===== src/rtl/systolic_ctrl_if.sv =====
// Job/row handshake bundle between a job issuer and systolic_ctrl.
// Latency: none, wires only.
// Backpressure: b_ready_o / a_ready_o from the controller gate B and A row beats.
interface systolic_ctrl_if #(
  parameter int N        = 4,
  parameter int NUM_BITS = 8
);
  logic                           start_i;
  logic                           reload_i;
  logic                           acc_i;
  logic                           b_valid_i;
  logic                           b_ready_o;
  logic [N-1:0][NUM_BITS-1:0]     b_row_i;
  logic                           a_valid_i;
  logic                           a_ready_o;
  logic [N-1:0][NUM_BITS-1:0]     a_row_i;
  logic [N-1:0][NUM_BITS-1:0]     north_o;
  logic [N-1:0][NUM_BITS-1:0]     west_o;
  logic                           array_clr_o;
  logic                           busy_o;
  logic                           done_o;

  // Job issuer side: drives commands and rows, observes readies and array feeds.
  modport master (
    output start_i, reload_i, acc_i,
    output b_valid_i, b_row_i, a_valid_i, a_row_i,
    input  b_ready_o, a_ready_o,
    input  north_o, west_o, array_clr_o, busy_o, done_o
  );

  // Controller side.
  modport slave (
    input  start_i, reload_i, acc_i,
    input  b_valid_i, b_row_i, a_valid_i, a_row_i,
    output b_ready_o, a_ready_o,
    output north_o, west_o, array_clr_o, busy_o, done_o
  );
endinterface


===== src/rtl/systolic_ctrl.sv =====
// Systolic array controller: loads B weights north, streams skewed A rows west, drains, signals done.
// Latency: north_o 1 cycle after a B accept; west_o[i] i+1 cycles after an A accept; done DRAIN_CYC+1 after last A.
// Backpressure: b_ready_o only in LOAD, a_ready_o only in STREAM; a_valid_i low in STREAM inserts a zero bubble.
module systolic_ctrl #(
  parameter int N         = 4,
  parameter int NUM_BITS  = 8,
  parameter int DRAIN_CYC = 2 * N
) (
  input  logic           clk,
  input  logic           rst,
  systolic_ctrl_if.slave bus
);

  localparam int CNT_W = $clog2(N + 1);
  localparam int DRN_W = $clog2(DRAIN_CYC + 1);

  localparam logic [CNT_W-1:0] LAST_BEAT  = CNT_W'(N - 1);
  localparam logic [DRN_W-1:0] LAST_DRAIN = DRN_W'(DRAIN_CYC - 1);

  localparam logic [2:0] S_IDLE   = 3'd0;
  localparam logic [2:0] S_LOAD   = 3'd1;
  localparam logic [2:0] S_STREAM = 3'd2;
  localparam logic [2:0] S_DRAIN  = 3'd3;
  localparam logic [2:0] S_DONE   = 3'd4;

  logic [2:0]                   state_q, state_d;
  logic [CNT_W-1:0]             beat_cnt_q, beat_cnt_d;
  logic [DRN_W-1:0]             drain_cnt_q, drain_cnt_d;
  logic                         clr_q, clr_d;
  logic [N-1:0][NUM_BITS-1:0]   north_q, north_d;

  logic b_acc;
  logic a_acc;

  // Beats are only taken while the matching phase owns the ready line.
  assign b_acc = (state_q == S_LOAD)   & bus.b_valid_i;
  assign a_acc = (state_q == S_STREAM) & bus.a_valid_i;

  // Phase sequencing, beat/drain counting, clear pulse and north capture.
  always_comb begin
    state_d     = state_q;
    beat_cnt_d  = beat_cnt_q;
    drain_cnt_d = drain_cnt_q;
    clr_d       = 1'b0;
    north_d     = '0;
    case (state_q)
      S_IDLE: begin
        if (bus.start_i) begin
          state_d    = bus.reload_i ? S_LOAD : S_STREAM;
          clr_d      = ~bus.acc_i;
          beat_cnt_d = '0;
        end
      end
      S_LOAD: begin
        if (b_acc) begin
          north_d = bus.b_row_i;
          if (beat_cnt_q == LAST_BEAT) begin
            beat_cnt_d = '0;
            state_d    = S_STREAM;
          end else begin
            beat_cnt_d = beat_cnt_q + CNT_W'(1);
          end
        end
      end
      S_STREAM: begin
        if (a_acc) begin
          if (beat_cnt_q == LAST_BEAT) begin
            beat_cnt_d  = '0;
            drain_cnt_d = '0;
            state_d     = S_DRAIN;
          end else begin
            beat_cnt_d = beat_cnt_q + CNT_W'(1);
          end
        end
      end
      S_DRAIN: begin
        // Skew registers keep shifting zeros out while the array finishes.
        if (drain_cnt_q == LAST_DRAIN) begin
          drain_cnt_d = '0;
          state_d     = S_DONE;
        end else begin
          drain_cnt_d = drain_cnt_q + DRN_W'(1);
        end
      end
      S_DONE: begin
        // start_i here is deliberately ignored; a new job needs an IDLE cycle.
        state_d = S_IDLE;
      end
      default: begin
        state_d = S_IDLE;
      end
    endcase
  end

  // Control state registers with synchronous reset.
  always_ff @(posedge clk) begin
    if (rst) begin
      state_q     <= S_IDLE;
      beat_cnt_q  <= '0;
      drain_cnt_q <= '0;
      clr_q       <= 1'b0;
      north_q     <= '0;
    end else begin
      state_q     <= state_d;
      beat_cnt_q  <= beat_cnt_d;
      drain_cnt_q <= drain_cnt_d;
      clr_q       <= clr_d;
      north_q     <= north_d;
    end
  end

  // Per-lane delay lines: lane i is i+1 registers deep, zero injected on non-accept cycles.
  for (genvar i = 0; i < N; i++) begin : g_lane
    logic [NUM_BITS-1:0] sr_q [i+1];
    logic [NUM_BITS-1:0] sr_d [i+1];

    // Shift every cycle so relative skew between lanes is never disturbed.
    always_comb begin
      sr_d[0] = a_acc ? bus.a_row_i[i] : '0;
      for (int k = 1; k <= i; k++) begin
        sr_d[k] = sr_q[k-1];
      end
    end

    // Delay line storage; reset flushes in-flight data.
    always_ff @(posedge clk) begin
      if (rst) begin
        for (int k = 0; k <= i; k++) begin
          sr_q[k] <= '0;
        end
      end else begin
        for (int k = 0; k <= i; k++) begin
          sr_q[k] <= sr_d[k];
        end
      end
    end

    assign bus.west_o[i] = sr_q[i];
  end

  assign bus.busy_o      = (state_q != S_IDLE);
  assign bus.b_ready_o   = (state_q == S_LOAD);
  assign bus.a_ready_o   = (state_q == S_STREAM);
  assign bus.done_o      = (state_q == S_DONE);
  assign bus.array_clr_o = clr_q;
  assign bus.north_o     = north_q;

endmodule


===== src/flat_wrapper.sv =====
// flat-port wrapper written by rule: the top's interface ports become plain ports
module systolic_ctrl_flat 
#(
  parameter int N         = 4,
  parameter int NUM_BITS  = 8,
  parameter int DRAIN_CYC = 2 * N
)
  (clk, rst, bus_start_i, bus_reload_i, bus_acc_i, bus_b_valid_i, bus_b_row_i, bus_a_valid_i, bus_a_row_i, bus_b_ready_o, bus_a_ready_o, bus_north_o, bus_west_o, bus_array_clr_o, bus_busy_o, bus_done_o);
  systolic_ctrl_if #(.N(N), .NUM_BITS(NUM_BITS)) bus_i ();
  input  logic clk;
  input  logic rst;
  input wire logic [$bits(bus_i.start_i)-1:0] bus_start_i;
  input wire logic [$bits(bus_i.reload_i)-1:0] bus_reload_i;
  input wire logic [$bits(bus_i.acc_i)-1:0] bus_acc_i;
  input wire logic [$bits(bus_i.b_valid_i)-1:0] bus_b_valid_i;
  input wire logic [$bits(bus_i.b_row_i)-1:0] bus_b_row_i;
  input wire logic [$bits(bus_i.a_valid_i)-1:0] bus_a_valid_i;
  input wire logic [$bits(bus_i.a_row_i)-1:0] bus_a_row_i;
  output wire logic [$bits(bus_i.b_ready_o)-1:0] bus_b_ready_o;
  output wire logic [$bits(bus_i.a_ready_o)-1:0] bus_a_ready_o;
  output wire logic [$bits(bus_i.north_o)-1:0] bus_north_o;
  output wire logic [$bits(bus_i.west_o)-1:0] bus_west_o;
  output wire logic [$bits(bus_i.array_clr_o)-1:0] bus_array_clr_o;
  output wire logic [$bits(bus_i.busy_o)-1:0] bus_busy_o;
  output wire logic [$bits(bus_i.done_o)-1:0] bus_done_o;
  assign bus_i.start_i = bus_start_i;
  assign bus_i.reload_i = bus_reload_i;
  assign bus_i.acc_i = bus_acc_i;
  assign bus_i.b_valid_i = bus_b_valid_i;
  assign bus_i.b_row_i = bus_b_row_i;
  assign bus_i.a_valid_i = bus_a_valid_i;
  assign bus_i.a_row_i = bus_a_row_i;
  assign bus_b_ready_o = bus_i.b_ready_o;
  assign bus_a_ready_o = bus_i.a_ready_o;
  assign bus_north_o = bus_i.north_o;
  assign bus_west_o = bus_i.west_o;
  assign bus_array_clr_o = bus_i.array_clr_o;
  assign bus_busy_o = bus_i.busy_o;
  assign bus_done_o = bus_i.done_o;
  systolic_ctrl #(.N(N), .NUM_BITS(NUM_BITS), .DRAIN_CYC(DRAIN_CYC)) u_core (.clk(clk), .rst(rst), .bus(bus_i));
endmodule

===== config.mk =====
export PLATFORM = sky130hd
export DESIGN_NAME = systolic_ctrl_flat
export DESIGN_NICKNAME = d
export VERILOG_FILES = /design/src/rtl/systolic_ctrl_if.sv /design/src/rtl/systolic_ctrl.sv /design/src/flat_wrapper.sv
export SDC_FILE = /design/constraint.sdc
export NUM_CORES = 1
export LEC_CHECK = 0
export CAP_MARGIN = 10
export CELL_PAD_IN_SITES_DETAIL_PLACEMENT = 1
export CELL_PAD_IN_SITES_GLOBAL_PLACEMENT = 1
export CORE_ASPECT_RATIO = 2
export CORE_MARGIN = 3
export CORE_UTILIZATION = 30
export CTS_BUF_LIST = sky130_fd_sc_hd__clkbuf_2
export DETAILED_ROUTE_END_ITERATION = 12
export GPL_ROUTABILITY_DRIVEN = 1
export PLACE_DENSITY_LB_ADDON = 0.1
export SLEW_MARGIN = 20
export SYNTH_ARGS = -nofsm -noshare
export SYNTH_HDL_FRONTEND = slang
export SYNTH_SLANG_ARGS = --single-unit

===== constraint.sdc =====
create_clock -name clk -period 2.3 [get_ports clk]
set_clock_uncertainty 0.1 [all_clocks]
set_input_delay 0.575 -clock clk [delete_from_list [all_inputs] [get_ports clk]]
set_output_delay 0.575 -clock clk [all_outputs]
set_load 0.03 [all_outputs]

==> results of run 1 <==
==> layout make-up <==
cell class | instances | area (um^2)
Fill cell | 1325 | 6370
Sequential cell | 123 | 2470
Timing Repair Buffer | 154 | 1420
Multi-Input combinational cell | 168 | 1130
Tap cell | 145 | 181
Clock inverter | 14 | 161
Clock buffer | 18 | 90.1
Inverter | 2 | 7.51
Antenna cell | 1 | 2.50
==> power groups by stage <==
stage | clock [W] | combinational, W | sequential [W]
floorplan | 0 | 0.000126 | 0.00227
global placement | 0 | 0.000350 | 0.00223
detailed placement | 0 | 0.000357 | 0.00224
CTS | 0.00146 | 0.000361 | 0.00219
global route | 0.00157 | 0.000396 | 0.00220
finish | 0.00137 | 0.000366 | 0.00219
==> cell families after synthesis <==
family / Yosys count / share of synthesized area (%)
buffers and inverters: 17 / 2.18
AOI/OAI and AO/OA: 15 / 2.97
adders and majority gates: 2 / 0.682
muxes: 4 / 1.09
and+or+nand+nor: 146 / 25.7
DFF: 123 / 67.1
xor gates and xnor gates: 1 / 0.239
==> per-layer routing <==
layer  GRT usage (%)  part of all wire [%]  vias up  routed length, um
met1            12.0                    37     1225               3030
met5               0                     0        -                  0
met4            6.81                   1.7        0                141
li1                -                     -     1298                  -
met2            22.5                    54      113               4430
met3            4.61                   7.5       11                614
==> placed cells by master (no fill, tap or decap), drive strengths merged, types with 2 or more instances in the layout <==
master / n
a21oi: 7
and2: 64
and3: 2
and3b: 3
buf: 19
bufinv: 2
clkbuf: 19
clkdlybuf4s50: 69
clkinv: 4
clkinvlp: 3
dfxtp: 123
dlygate4sd2: 65
ha: 2
inv: 7
mux2i: 4
nand2b: 4
nand4: 2
nand4b: 3
nor2: 4
nor2b: 52
nor3: 4
o21ai: 3
==> final timing paths <==
kind,endpoint,startpoint,cells past startpoint
setup reg to reg,u_core.state_q[0]$_SDFFE_PP0P_,u_core.beat_cnt_q[0]$_SDFFE_PP0P_,5
hold / removal,u_core.drain_cnt_q[2]$_SDFFE_PP0P_,rst,2
hold reg to reg,u_core.g_lane[2].sr_q[0][21]$_SDFF_PP0_,u_core.g_lane[2].sr_q[0][13]$_SDFF_PP0_,1
setup / recovery,bus_b_ready_o,u_core.state_q[0]$_SDFFE_PP0P_,4
==> timing repair <==
| item | CTS | global route |
|---|---|---|
| setup buffers | 3 | 4 |
| resized for setup | 91 | 3 |
| pin swaps | 1 | 1 |
| endpoints found under the setup margin | 69 | 3 |
==> stage by stage <==
stage               instance area (um^2)  cells  utilization [%]  setup WS, ns
floorplan                           3670    308                -         0.245
global placement                    5220    585             44.1        0.0589
detailed placement                  5220    585             44.1       -0.0111
CTS                                 5430    620             45.8       -0.0211
global route                        5470    625             46.2       -0.0752
finish                              5470    625             46.2        0.0854
==> state kept, by name (all words and copies together), names as in the netlist <==
| signal | flops |
|---|---|
| u_core.g_lane.sr_q | 80 |
| u_core.bus.north_o | 32 |
| u_core.drain_cnt_q | 4 |
| u_core.beat_cnt_q | 3 |
| u_core.state_q | 3 |
| u_core.bus.array_clr_o | 1 |
==> summary.md, run 1 <==
| Metric | Value |
|---|---|
| Status | complete, no violations |
| Drt drc | 0 |
| Clock share of power | roughly a third |
| Synth warnings | 0 |
| Largest net degree at the start of global routing | 50 |
| Core area | 11800 um^2 |
| Fin. Hold Viols | 0 |
| Netlist cell types | 34 |
| Power Density | 719 nW/um^2 |
| Most instantiated library cell after synthesis | dfxtp_1 |
| WL/cell | 13.1 um |
| Avg Cell Area, Syn | 11.9 um^2 |
| Req. time, crit path | 1.62 ns |
| IO Count | 140 |
| Share of layout cells above drive strength 1 | 12.7% |
| Worst path top cell family by delay | flip-flops |
| MaxCap Viol Count | 0 |
| Final setup vio count | 0 |
| Slowest-stage cell, CP | dfxtp_4 |
| Area delta synth->final | 49.0% |
| ANT nets after route | 0 |
| Gp weighted congestion | 0.764 |
| Cell count after synthesis | 308 |
| Vias in the first global route | approximately 2700 |
| Sw Pwr | 0.00103 W |
| Share of flip-flops with an asynchronous set or reset | 0% |
| Top cells by area, synth | dfxtp_1 (67%), and2_1 (11%), nor2b_1 (8.9%) |
| Area leader, netlist | dfxtp_1 |
| Peak supply drop | 0.000387 V |
| Crit start category | flip-flop |
| Critical Setup Path Class | flip-flop to primary output |
| Synth Cell Area | 3670 um^2 |
| Static Leak | 2.54 nW |
| Clock buffers created by TritonCTS | 17 |
| IO Port Bufs | 139 |
| Setup TNS | 0 ns |
| # clock sinks | 123 |
| Reg clk slew, reported paths | approximately 0.19 ns |
| Internal power | 0.00290 W |
| Fin. max-slew vios | 0 |
| Htree depth | 4 |
| Comb pwr share | 9.3% |
| Commonest register cell after synthesis | dfxtp_1 |
| Synth top area share | 67.1% |
| Hold slack | 0.157 ns |
| #FFs+latches synth | 123 |
| R2R Setup Slk | 0.43 ns |
| Iteration-0 DRC Markers | between 60 and 70 |
| Core Rows | between 50 and 60 |
| Worst path buffer plus inverter count | 3 |
| Fin crit share | between 90% and 100% |
| Unrepaired setup endpoints after global routing | true |
| Skew-Pair Late Insertion Delay | 0.61 ns |
| First-pass iteration count of the detailed router | 4 |
| Root Driver | clkbuf_2 |
| Max Clk Rate | approximately 450 MHz |
| Worst Max-Slew Pin Slew | 0.493 ns |
| First-pass GRT wire length | 13200 um |
| Register area share after synthesis | about 67% |
| Slowest stage delay, CP | 0.41 ns |
| Worst slew margin | 67.1% |
| Hold Path Class | input port to flip-flop |
| Initial antenna violation count | 1 |
| Worst-path cell chain | inv_2 > buf_6 > nor3_4 > buf_6 |
| Total power | 0.00393 W |
| Crit-path max FO | 6 |
| CTS tree | yes |
| DR vias | 2647 |
| CP endpoint kind | primary output |
| Global route overflow | 0 |
| Final HPWL DP | 5810 um |
| Die X | 84.2 um |
| Total Wirelength | 8210 um |
| Hold-fix buffers, CTS | 0 |
| Post-synth EDFFs | 0 |
| All-Layer GR Usage | 12.4% |
| Cell mode on critical path | buf_6 |
| Syn Nets | 381 |
| Die ar. | 13700 um^2 |
| Nets@finish | about 540 |
| Sequential power share | 55.7% |
| Clock Path Buffers | 2 |
| Synth top cells by count | dfxtp_1 (123), and2_1 (64), nor2b_1 (52), buf_2 (7) |
| Fin crit period | about 2.2 ns |
| Chip Height | 162 um |
| Worst path arrival time | between 1.5 and 2 ns |
| Starting Density | 31.0% |
| Sw Share | 26.1% |
| Via-to-Cell Ratio | 4.24 |
Note: power is estimated with default switching activity, not from simulation.
==> run 2, diff against run 1 <==
--- a/config.mk
+++ b/config.mk
@@ -14,7 +14,7 @@
 export CTS_BUF_LIST = sky130_fd_sc_hd__clkbuf_2
 export DETAILED_ROUTE_END_ITERATION = 12
 export GPL_ROUTABILITY_DRIVEN = 1
-export PLACE_DENSITY_LB_ADDON = 0.1
+export PLACE_DENSITY = 0.74
 export SLEW_MARGIN = 20
 export SYNTH_ARGS = -nofsm -noshare
 export SYNTH_HDL_FRONTEND = slang
==> summary.md, run 2 (synthesis results as in run 1) <==
| Metric | Value |
|---|---|
| Slowest stage delay, CP | 0.39 ns (was 0.41 ns) |
| IO Count | 140 (unchanged) |
| Final setup vio count | 2 (was 0) |
| Skew-Pair Late Insertion Delay | 0.62 ns (was 0.61 ns) |
| Share of layout cells above drive strength 1 | 13.0% (was 12.7%) |
| # clock sinks | 123 (unchanged) |
| Reg clk slew, reported paths | 0.19 ns (about the same) |
| Fin. Hold Viols | 0 (unchanged) |
| Max reg flops | 80 (unchanged) |
| Via-to-Cell Ratio | 4.19 (was 4.24) |
| CP endpoint kind | primary output (unchanged) |
| Status | finished with violations (was complete, no violations) |
| Failing checks | setup timing |
| Vias in the first global route | 2747 (was 2699) |
| Crit-path max FO | 6 (unchanged) |
| Slowest-stage cell, CP | or3_4 (was dfxtp_4) |
| First-pass iteration count of the detailed router | 4 (unchanged) |
| Worst-path cell chain | buf_8 > or3_4 > buf_12 (was inv_2 > buf_6 > nor3_4 > buf_6) |
| Hold Path Class | input port to flip-flop (unchanged) |
| All-Layer GR Usage | 12.5% (was 12.4%) |
| Chip Height | 162 um (unchanged) |
| Area delta synth->final | 51.0% (was 49.0%) |
| Placed cells | 583 (was 585) |
| Dpl cell area | 5230 um^2 (was 5220 um^2) |
| Gp weighted congestion | 0.768 (was 0.764) |
| Commonest non-fill, non-tap cell in the layout | dfxtp_1 (unchanged) |
| Global route overflow | 0 (unchanged) |
| MaxCap Viol Count | 0 (unchanged) |
| Root Driver | clkbuf_2 (unchanged) |
| CTS tree | yes (unchanged) |
| Setup TNS | -0.0387 ns (was 0 ns) |
| Critical Setup Path Class | flip-flop to primary output (unchanged) |
| Fin. max-slew vios | 0 (unchanged) |
| Unrepaired setup endpoints after global routing | true (unchanged) |
| IO Port Bufs | 139 (unchanged) |
| Drt drc | 0 (unchanged) |
| Worst slew margin | 45.5% (was 67.1%) |
| Top reg by flops | u_core.g_lane.sr_q (unchanged) |
| Final HPWL DP | 6190 um (was 5810 um) |
| R2R Setup Slk | 0.38 ns (was 0.43 ns) |
| Placement Setup Slack | 0.0310 ns (was -0.0111 ns) |
| Fin crit period | 2.33 ns (was 2.21 ns) |
| Req. time, crit path | 1.62 ns (about the same) |
| DR vias | 2617 (was 2647) |
| Core Rows | 56 (unchanged) |
| Die ar. | 13700 um^2 (unchanged) |
| Most frequent cells in the layout | dfxtp_1 (120), clkdlybuf4s50_1 (69), dlygate4sd2_1 (65), and2_1 (64), nor2b_1 (52) (unchanged) |
| PnR worst setup slack | -0.0344 ns (was 0.0854 ns) |
| Fin crit share | 101% (was 96.3%) |
| Worst Max-Slew Pin Slew | 0.818 ns (was 0.493 ns) |
| Largest net degree at the start of global routing | 59 (was 50) |
| Static Leak | 2.56 nW (was 2.54 nW) |
| Starting Density | 31.0% (unchanged) |
| Crit start category | flip-flop (unchanged) |
| WL/cell | 13.5 um (was 13.1 um) |
| Die X | 84.2 um (unchanged) |
| First-pass GRT wire length | 13300 um (was 13200 um) |
| Peak supply drop | 0.000438 V (was 0.000387 V) |
| Initial antenna violation count | 1 (unchanged) |
| Clock Path Buffers | 2 (unchanged) |
| Nets@finish | 538 (was 539) |
| Filler cells | 1296 (was 1325) |
| Max Clk Rate | 428 MHz (was 452 MHz) |
| ANT nets after route | 0 (unchanged) |
| Total Wirelength | 8410 um (was 8210 um) |
| Power Density | 726 nW/um^2 (was 719 nW/um^2) |
| Worst path arrival time | 1.66 ns (was 1.54 ns) |
| Core area | 11800 um^2 (unchanged) |
| Non-Filler Instances | 624 (was 625) |
| Post-route cell area | 5540 um^2 (was 5470 um^2) |
| Iteration-0 DRC Markers | 49 (was 69) |
| Clock buffers created by TritonCTS | 17 (unchanged) |
| Htree depth | 4 (unchanged) |
==> run 2: cell count changes in the layout (fill, tap and decap cells not counted), sizes merged <==
cell    previous run  this run
buf               19        18
clkbuf            19        18
inv                7        10
clkinv             4         2
==> run 2: metal layers <==
layer / global-route usage [%] / up-vias / wire [um]
li1: - / 1295 / -
met3: 5.22 / 11 / 699
met5: 0 / - / 0
met4: 6.37 / 0 / 142
met1: 11.7 / 1205 / 2860
met2: 22.8 / 106 / 4700
==> run 2: layout make-up <==
cell class	instances	area [um^2]	share of cell area (%)
repair buffers	153	1470	26.5
well taps	145	181	3.27
flip-flops and latches	123	2470	44.5
clock inverters	15	180	3.25
diodes	1	2.50	0.0452
multi-input cells	168	1150	20.7
inverters	2	7.51	0.136
clock buffers	17	85.1	1.54
==> run 2: per-stage QoR <==
step                      power, W  hold WS, ns  utilization [%]
after floorplan            0.00239        0.314                -
after global placement     0.00259        0.317             44.1
after detailed placement   0.00260        0.326             44.1
after CTS                  0.00407        0.250             46.0
after global routing       0.00422        0.246             46.8
final                      0.00402        0.349             46.8
==> run 2: where the power goes <==
part / switching [W] / total, W / internal, W
Clock: 0.000882 / 0.00143 / 0.000543
Sequential: 0.0000135 / 0.00219 / 0.00218
Combinational: 0.000172 / 0.000407 / 0.000235
==> run 2: worst paths after layout <==
path,depth (start not counted),to,from
worst max-delay path,3,bus_busy_o,u_core.state_q[0]$_SDFFE_PP0P_
worst min-delay path,4,u_core.bus.array_clr_o$_SDFF_PP0_,rst
worst max register to register,5,u_core.g_lane[3].sr_q[0][5]$_SDFF_PP0_,u_core.state_q[0]$_SDFFE_PP0P_
worst min register to register,1,u_core.g_lane[2].sr_q[0][22]$_SDFF_PP0_,u_core.g_lane[2].sr_q[0][14]$_SDFF_PP0_
==> run 2: critical path, delay by kind of cell (launching register included) <==
| family | cells | cell delay (ns) |
|---|---|---|
| buffers and inverters | 2 | 0.27 |
| DFF | 1 | 0.37 |
| and+or+nand+nor | 1 | 0.39 |
==> run 2: timing repair <==
| action | 4_1_cts | 5_1_grt |
|---|---|---|
| hold endpoints to repair | 0 | 0 |
| buffers inserted | 1 | 7 |
| gates resized for setup | 76 | 10 |
| pin swaps | 1 | 3 |
| hold buffers | 0 | 0 |
| endpoints found under the setup margin | 69 | 4 |
